[src/rtl/bcd_split_scheduler.sv]
// Round-robin binary-to-BCD splitter: one restoring divide-by-10 unit shared by N_CH counters.
// Optional SKIP_UNCHANGED_EN: channels whose value has not changed since their last store are skipped.
module bcd_split_scheduler #(
    parameter int N_CH = 2,
    parameter int W    = 7
) (
    input  logic                  clk,
    input  logic                  rst,
    input  logic                  en,
    input  logic [N_CH*W-1:0]     val_flat,
    output logic [N_CH*(W-3)-1:0] dec_flat,
    output logic [N_CH*4-1:0]     unit_flat,
    output logic [N_CH-1:0]       valid,
    output logic [N_CH-1:0]       ovf,
    output logic                  busy,
    output logic [2:0]            cur_ch
);
    localparam int QW = W - 3;

    localparam logic [1:0] S_IDLE  = 2'd0;
    localparam logic [1:0] S_LOAD  = 2'd1;
    localparam logic [1:0] S_DIV   = 2'd2;
    localparam logic [1:0] S_STORE = 2'd3;

    localparam logic [3:0] CNT_LAST = 4'(W - 1);
    localparam logic [2:0] PTR_LAST = 3'(N_CH - 1);

    logic [1:0]   state_reg;
    logic [2:0]   ptr_reg;
    logic [2:0]   cur_ch_reg;
    logic [3:0]   cnt_reg;
    logic [W-1:0] dvd_reg;
    logic [3:0]   rem_reg;
    logic [W-1:0] quo_reg;

    logic [W-1:0]  val_arr [N_CH];
    logic [QW-1:0] dec_reg [N_CH];
    logic [3:0]    unit_reg [N_CH];
    logic          valid_reg [N_CH];
    logic          ovf_reg [N_CH];

    logic [W-1:0] cur_val;
    logic         cur_valid;
    logic [2:0]   ptr_next;
    logic [4:0]   partial;
    logic         ge;
    logic [3:0]   rem_next;
    logic         skip;

    genvar gi;
    generate
        for (gi = 0; gi < N_CH; gi++) begin : g_ch
            assign val_arr[gi]                = val_flat[gi*W +: W];
            assign dec_flat[gi*QW +: QW]      = dec_reg[gi];
            assign unit_flat[gi*4 +: 4]       = unit_reg[gi];
            assign valid[gi]                  = valid_reg[gi];
            assign ovf[gi]                    = ovf_reg[gi];

            // Digit pair, valid and ovf update together so the display never sees a torn pair.
            always_ff @(posedge clk) begin
                if (rst) begin
                    dec_reg[gi]   <= '0;
                    unit_reg[gi]  <= '0;
                    valid_reg[gi] <= 1'b0;
                    ovf_reg[gi]   <= 1'b0;
                end else if (state_reg == S_STORE && cur_ch_reg == 3'(gi)) begin
                    dec_reg[gi]   <= quo_reg[QW-1:0];
                    unit_reg[gi]  <= rem_reg;
                    valid_reg[gi] <= 1'b1;
                    ovf_reg[gi]   <= (quo_reg >= W'(10));
                end
            end
        end
    endgenerate

    always_comb begin
        cur_val   = '0;
        cur_valid = 1'b0;
        for (int i = 0; i < N_CH; i++) begin
            if (ptr_reg == 3'(i)) begin
                cur_val   = val_arr[i];
                cur_valid = valid_reg[i];
            end
        end
    end

    assign ptr_next = (ptr_reg == PTR_LAST) ? 3'd0 : ptr_reg + 3'd1;
    assign partial  = {rem_reg, dvd_reg[W-1]};
    assign ge       = (partial >= 5'd10);
    assign rem_next = ge ? 4'(partial - 5'd10) : partial[3:0];

`ifdef SKIP_UNCHANGED_EN
    logic [W-1:0] last_val_reg [N_CH];
    logic [W-1:0] snap_reg;
    logic [W-1:0] cur_last;

    always_comb begin
        cur_last = '0;
        for (int i = 0; i < N_CH; i++) begin
            if (ptr_reg == 3'(i)) cur_last = last_val_reg[i];
        end
    end

    assign skip = (state_reg == S_LOAD) && cur_valid && (cur_val == cur_last);

    always_ff @(posedge clk) begin
        if (rst) begin
            snap_reg <= '0;
        end else if (state_reg == S_LOAD) begin
            snap_reg <= cur_val;
        end
    end

    generate
        for (gi = 0; gi < N_CH; gi++) begin : g_last
            always_ff @(posedge clk) begin
                if (rst) begin
                    last_val_reg[gi] <= '0;
                end else if (state_reg == S_STORE && cur_ch_reg == 3'(gi)) begin
                    last_val_reg[gi] <= snap_reg;
                end
            end
        end
    endgenerate
`else
    logic unused_valid;
    assign unused_valid = cur_valid;
    assign skip = 1'b0;
`endif

    always_ff @(posedge clk) begin
        if (rst) begin
            state_reg  <= S_IDLE;
            ptr_reg    <= 3'd0;
            cur_ch_reg <= 3'd0;
            cnt_reg    <= 4'd0;
            dvd_reg    <= '0;
            rem_reg    <= 4'd0;
            quo_reg    <= '0;
        end else begin
            case (state_reg)
                S_IDLE: begin
                    if (en) state_reg <= S_LOAD;
                end
                S_LOAD: begin
                    cur_ch_reg <= ptr_reg;
                    if (skip) begin
                        ptr_reg <= ptr_next;
                    end else begin
                        dvd_reg   <= cur_val;
                        rem_reg   <= 4'd0;
                        quo_reg   <= '0;
                        cnt_reg   <= 4'd0;
                        state_reg <= S_DIV;
                    end
                end
                S_DIV: begin
                    dvd_reg <= dvd_reg << 1;
                    rem_reg <= rem_next;
                    quo_reg <= {quo_reg[W-2:0], ge};
                    cnt_reg <= cnt_reg + 4'd1;
                    if (cnt_reg == CNT_LAST) state_reg <= S_STORE;
                end
                default: begin
                    ptr_reg   <= ptr_next;
                    state_reg <= en ? S_LOAD : S_IDLE;
                end
            endcase
        end
    end

    assign busy   = (state_reg != S_IDLE) && !skip;
    assign cur_ch = cur_ch_reg;

endmodule

[config.mk]
export PLATFORM = sky130hd
export DESIGN_NAME = bcd_split_scheduler
export DESIGN_NICKNAME = d
export VERILOG_FILES = /design/src/rtl/bcd_split_scheduler.sv
export SDC_FILE = /design/constraint.sdc
export NUM_CORES = 1
export LEC_CHECK = 0
export ABC_AREA = 1
export CAP_MARGIN = 20
export CORE_MARGIN = 10
export CORE_UTILIZATION = 56
export DETAILED_ROUTE_END_ITERATION = 16
export GPL_ROUTABILITY_DRIVEN = 0
export GPL_TIMING_DRIVEN = 0
export PLACE_DENSITY = 0.84
export SKIP_CTS_REPAIR_TIMING = 1
export SLEW_MARGIN = 10
export SYNTH_ARGS = -nofsm -noshare
export SYNTH_HDL_FRONTEND = slang
export SYNTH_SLANG_ARGS = --single-unit
[constraint.sdc]
create_clock -name clk -period 3.6 [get_ports clk]
set_input_delay 0.72 -clock clk [delete_from_list [all_inputs] [get_ports clk]]
set_output_delay 0.72 -clock clk [all_outputs]
set_load 0.02 [all_outputs]
==> flow_metrics.py <==
metrics = {
    "synth": {
        "yosysTopAreaCell": "dfxtp_1",
        "ys.flop_type": "dfxtp_1",
        "yosys-top-cells-count": "nand2_1, inv_1, nor2_1, dfxtp_1, a21oi_1",
        "synth_edf_count": 19,
        "synth-seq-cells": 50,
        "yosysMostFrequentCell": "nand2_1",
        "synth_nets": 287,
        "synth_async_sr_flop_share_pct": 0,
        "synthCells": 262,
        "synth.top_cell.area_share_pct": 27.3,
        "ys_warn_count": 0,
        "syn_area_sq_mm": 0.00228,
        "yosysSeqAreaShare_pct": 52.3,
        "syn_area_per_cell_sq_um": 8.69,
        "synth_cell_type_count": 31,
        "synth_area_leaders": "dfxtp_1, edfxtp_1, nand2_1, a21oi_1, inv_1",
    },
    "clocking": {
        "clock-sinks": 50,
        "htreeDepth": 2,
        "clock_tree.buffer_depth": 2,
        "numCtsBuffers": 5,
        "cts_tree": "built",
        "path_clk_slew_ns": 0.09,
        "insertion_delay_ns": 0.30,
        "cts_root_buf": "clkbuf_8",
    },
    "die": {
        "die-area_sq_mm": 0.00701,
        "die_w_um": 83.8,
        "die_height_um": 83.8,
        "pin_count": 41,
        "core_region_area_sq_mm": 0.00397,
        "initial_core_util_pct": 57.3,
        "num_rows": 23,
    },
    "drt": {
        "dr.pass1.iters": 4,
        "drc": 0,
        "wire_per_inst_um": 12.1,
        "drtAntennaViolNets": 0,
        "wl_um": 4330,
        "drt_first_iter_violations": 167,
        "vias_per_cell": 5.07,
        "dr_total_vias": 1821,
    },
    "worst_setup_path": {
        "path_max_fanout": 4,
        "cpMostUsedCell": "inv_1",
        "path_cells": "inv_1 > ha_1 > inv_1 > clkdlybuf4s50_1",
        "endpoint_kind": "output port",
        "critPathMaxStageDelay_ns": 0.60,
        "cp_slowest_cell": "clkdlybuf4s50_1",
        "cp_data_arrival_time_ns": 1.70,
        "crit_required_ns": 2.88,
        "cp-start-kind": "flop",
        "crit_type": "reg2out",
    },
    "layout": {
        "final_cell_count_no_fill": 359,
        "finalNetCount": 333,
        "fill_cells": 308,
        "antennaDiodeCount": 0,
        "syn_to_final_growth_pct": 24.8,
        "drive_gt1_share_pct": 11.7,
        "fin_util_pct": 71.6,
    },
    "pwr": {
        "power_mw": 1.68,
        "peakVddDrop_uv": 346,
        "leakage_nw": 1.10,
        "power.density_mw_per_mm2": 590,
    },
    "sta": {
        "worstMarginPinSlew_ns": 0.358,
        "setup_viol": 0,
        "rsz0062_at_grt": "false",
        "fmaxAchievable_mhz": 413,
        "finalCriticalPeriod_ns": 2.42,
        "finalSetupTns_ns": 0,
        "timing_hold_violations_final": 0,
        "slew_headroom_pct": 75.9,
        "timing.final.max_slew_violations": 0,
        "finalCritPeriodShare_pct": 67.3,
        "skew_ns": 0.00211,
    },
    "place": {
        "place.port_buffers": 39,
        "hpwl_um": 3370,
        "post-place-cells": 351,
    },
    "global_route": {
        "grt_max_degree": 17,
        "antenna_found_initial": 0,
        "grt_use_total_pct": 12.9,
        "gr-total-overflow": 0,
        "grt_pass1_vias": 1825,
        "grt_pass1_wl_um": 7870,
    },
    "status": {
        "status": "finished, final reports clean",
    },
    "worst_hold_path": {
        "hold_class": "reg2reg",
    },
    "job": {
        "maxCapViolations": 0,
    },
}
-- layout by cell type (no fill, tap or decap), types with 2 or more instances in the layout --
| master | instances |
|---|---|
| ha_1 | 8 |
| clkdlybuf4s50_1 | 39 |
| or2_2 | 2 |
| nor4_1 | 2 |
| clkbuf_8 | 5 |
| o22ai_1 | 4 |
| buf_2 | 2 |
| buf_4 | 6 |
| a21oi_2 | 3 |
| nand2_1 | 47 |
| edfxtp_1 | 19 |
| nand2_2 | 3 |
| dfxtp_1 | 31 |
| a21oi_1 | 27 |
| nor4_2 | 2 |
| o21ai_0 | 10 |
| nand3_2 | 3 |
| nand3_1 | 5 |
| nor2_1 | 33 |
| nor3_1 | 2 |
| o21ai_1 | 7 |
| clkinv_2 | 2 |
| inv_1 | 35 |
-- path summary, 6_finish.rpt --
kind	from	endpoint	slack [ns]	cells past startpoint
max	state_reg[0]	busy	1.18	4
min	valid_reg[1]	valid_reg[1]	0.46	2
max reg2reg	state_reg[0]	rem_reg[1]	2.00	7
min reg2reg	valid_reg[1]	valid_reg[1]	0.46	2
-- metal layers --
metal	global-route usage, %	routed length (um)	up-vias	part of all wire [%]
met3	4.39	388	7	9.0
met5	0	0	-	0
met2	22.8	2110	66	49
met1	13.3	1760	809	41
li1	-	-	939	-
met4	6.24	74	0	1.7
-- critical path, delay by kind of cell (launching register included) --
family	cells	cell delay, ns
fa+ha+maj	1	0.22
flops	1	0.41
buf+inv	3	0.77
-- power breakdown --
| part | internal, mW | switching [mW] |
|---|---|---|
| Clock | 0.208 | 0.189 |
| Sequential | 0.659 | 0.0444 |
| Combinational | 0.225 | 0.351 |
-- final cells by class --
type                       instances  area, sq um  area share [%]
timing repair buffer              39          390            13.7
clock inverter                     3         43.8            1.54
clock buffer                       5         68.8            2.42
buffer                            10         70.1            2.47
sequential                        50         1190            41.9
inverter                          38          146            5.15
tap                               50         62.6            2.20
multi-input combinational        164          868            30.6
-- metrics by stage --
stage | area, sq um | worst slack, ns | hold WS, ns
floorplan | 2280 | 2.08 | 0.428
global placement | 2730 | 1.54 | 0.443
detailed placement | 2730 | 1.50 | 0.448
CTS | 2840 | 1.15 | 0.461
global route | 2840 | 1.07 | 0.496
finish | 2840 | 1.18 | 0.461
-- cell families after synthesis --
family,share of synthesized area (%)
DFF,52.3
AOI/OAI and AO/OA,13.0
buffers and inverters,9.51
adders and majority gates,4.40
and+or+nand+nor,20.8
(Power assumes the default switching activity.)
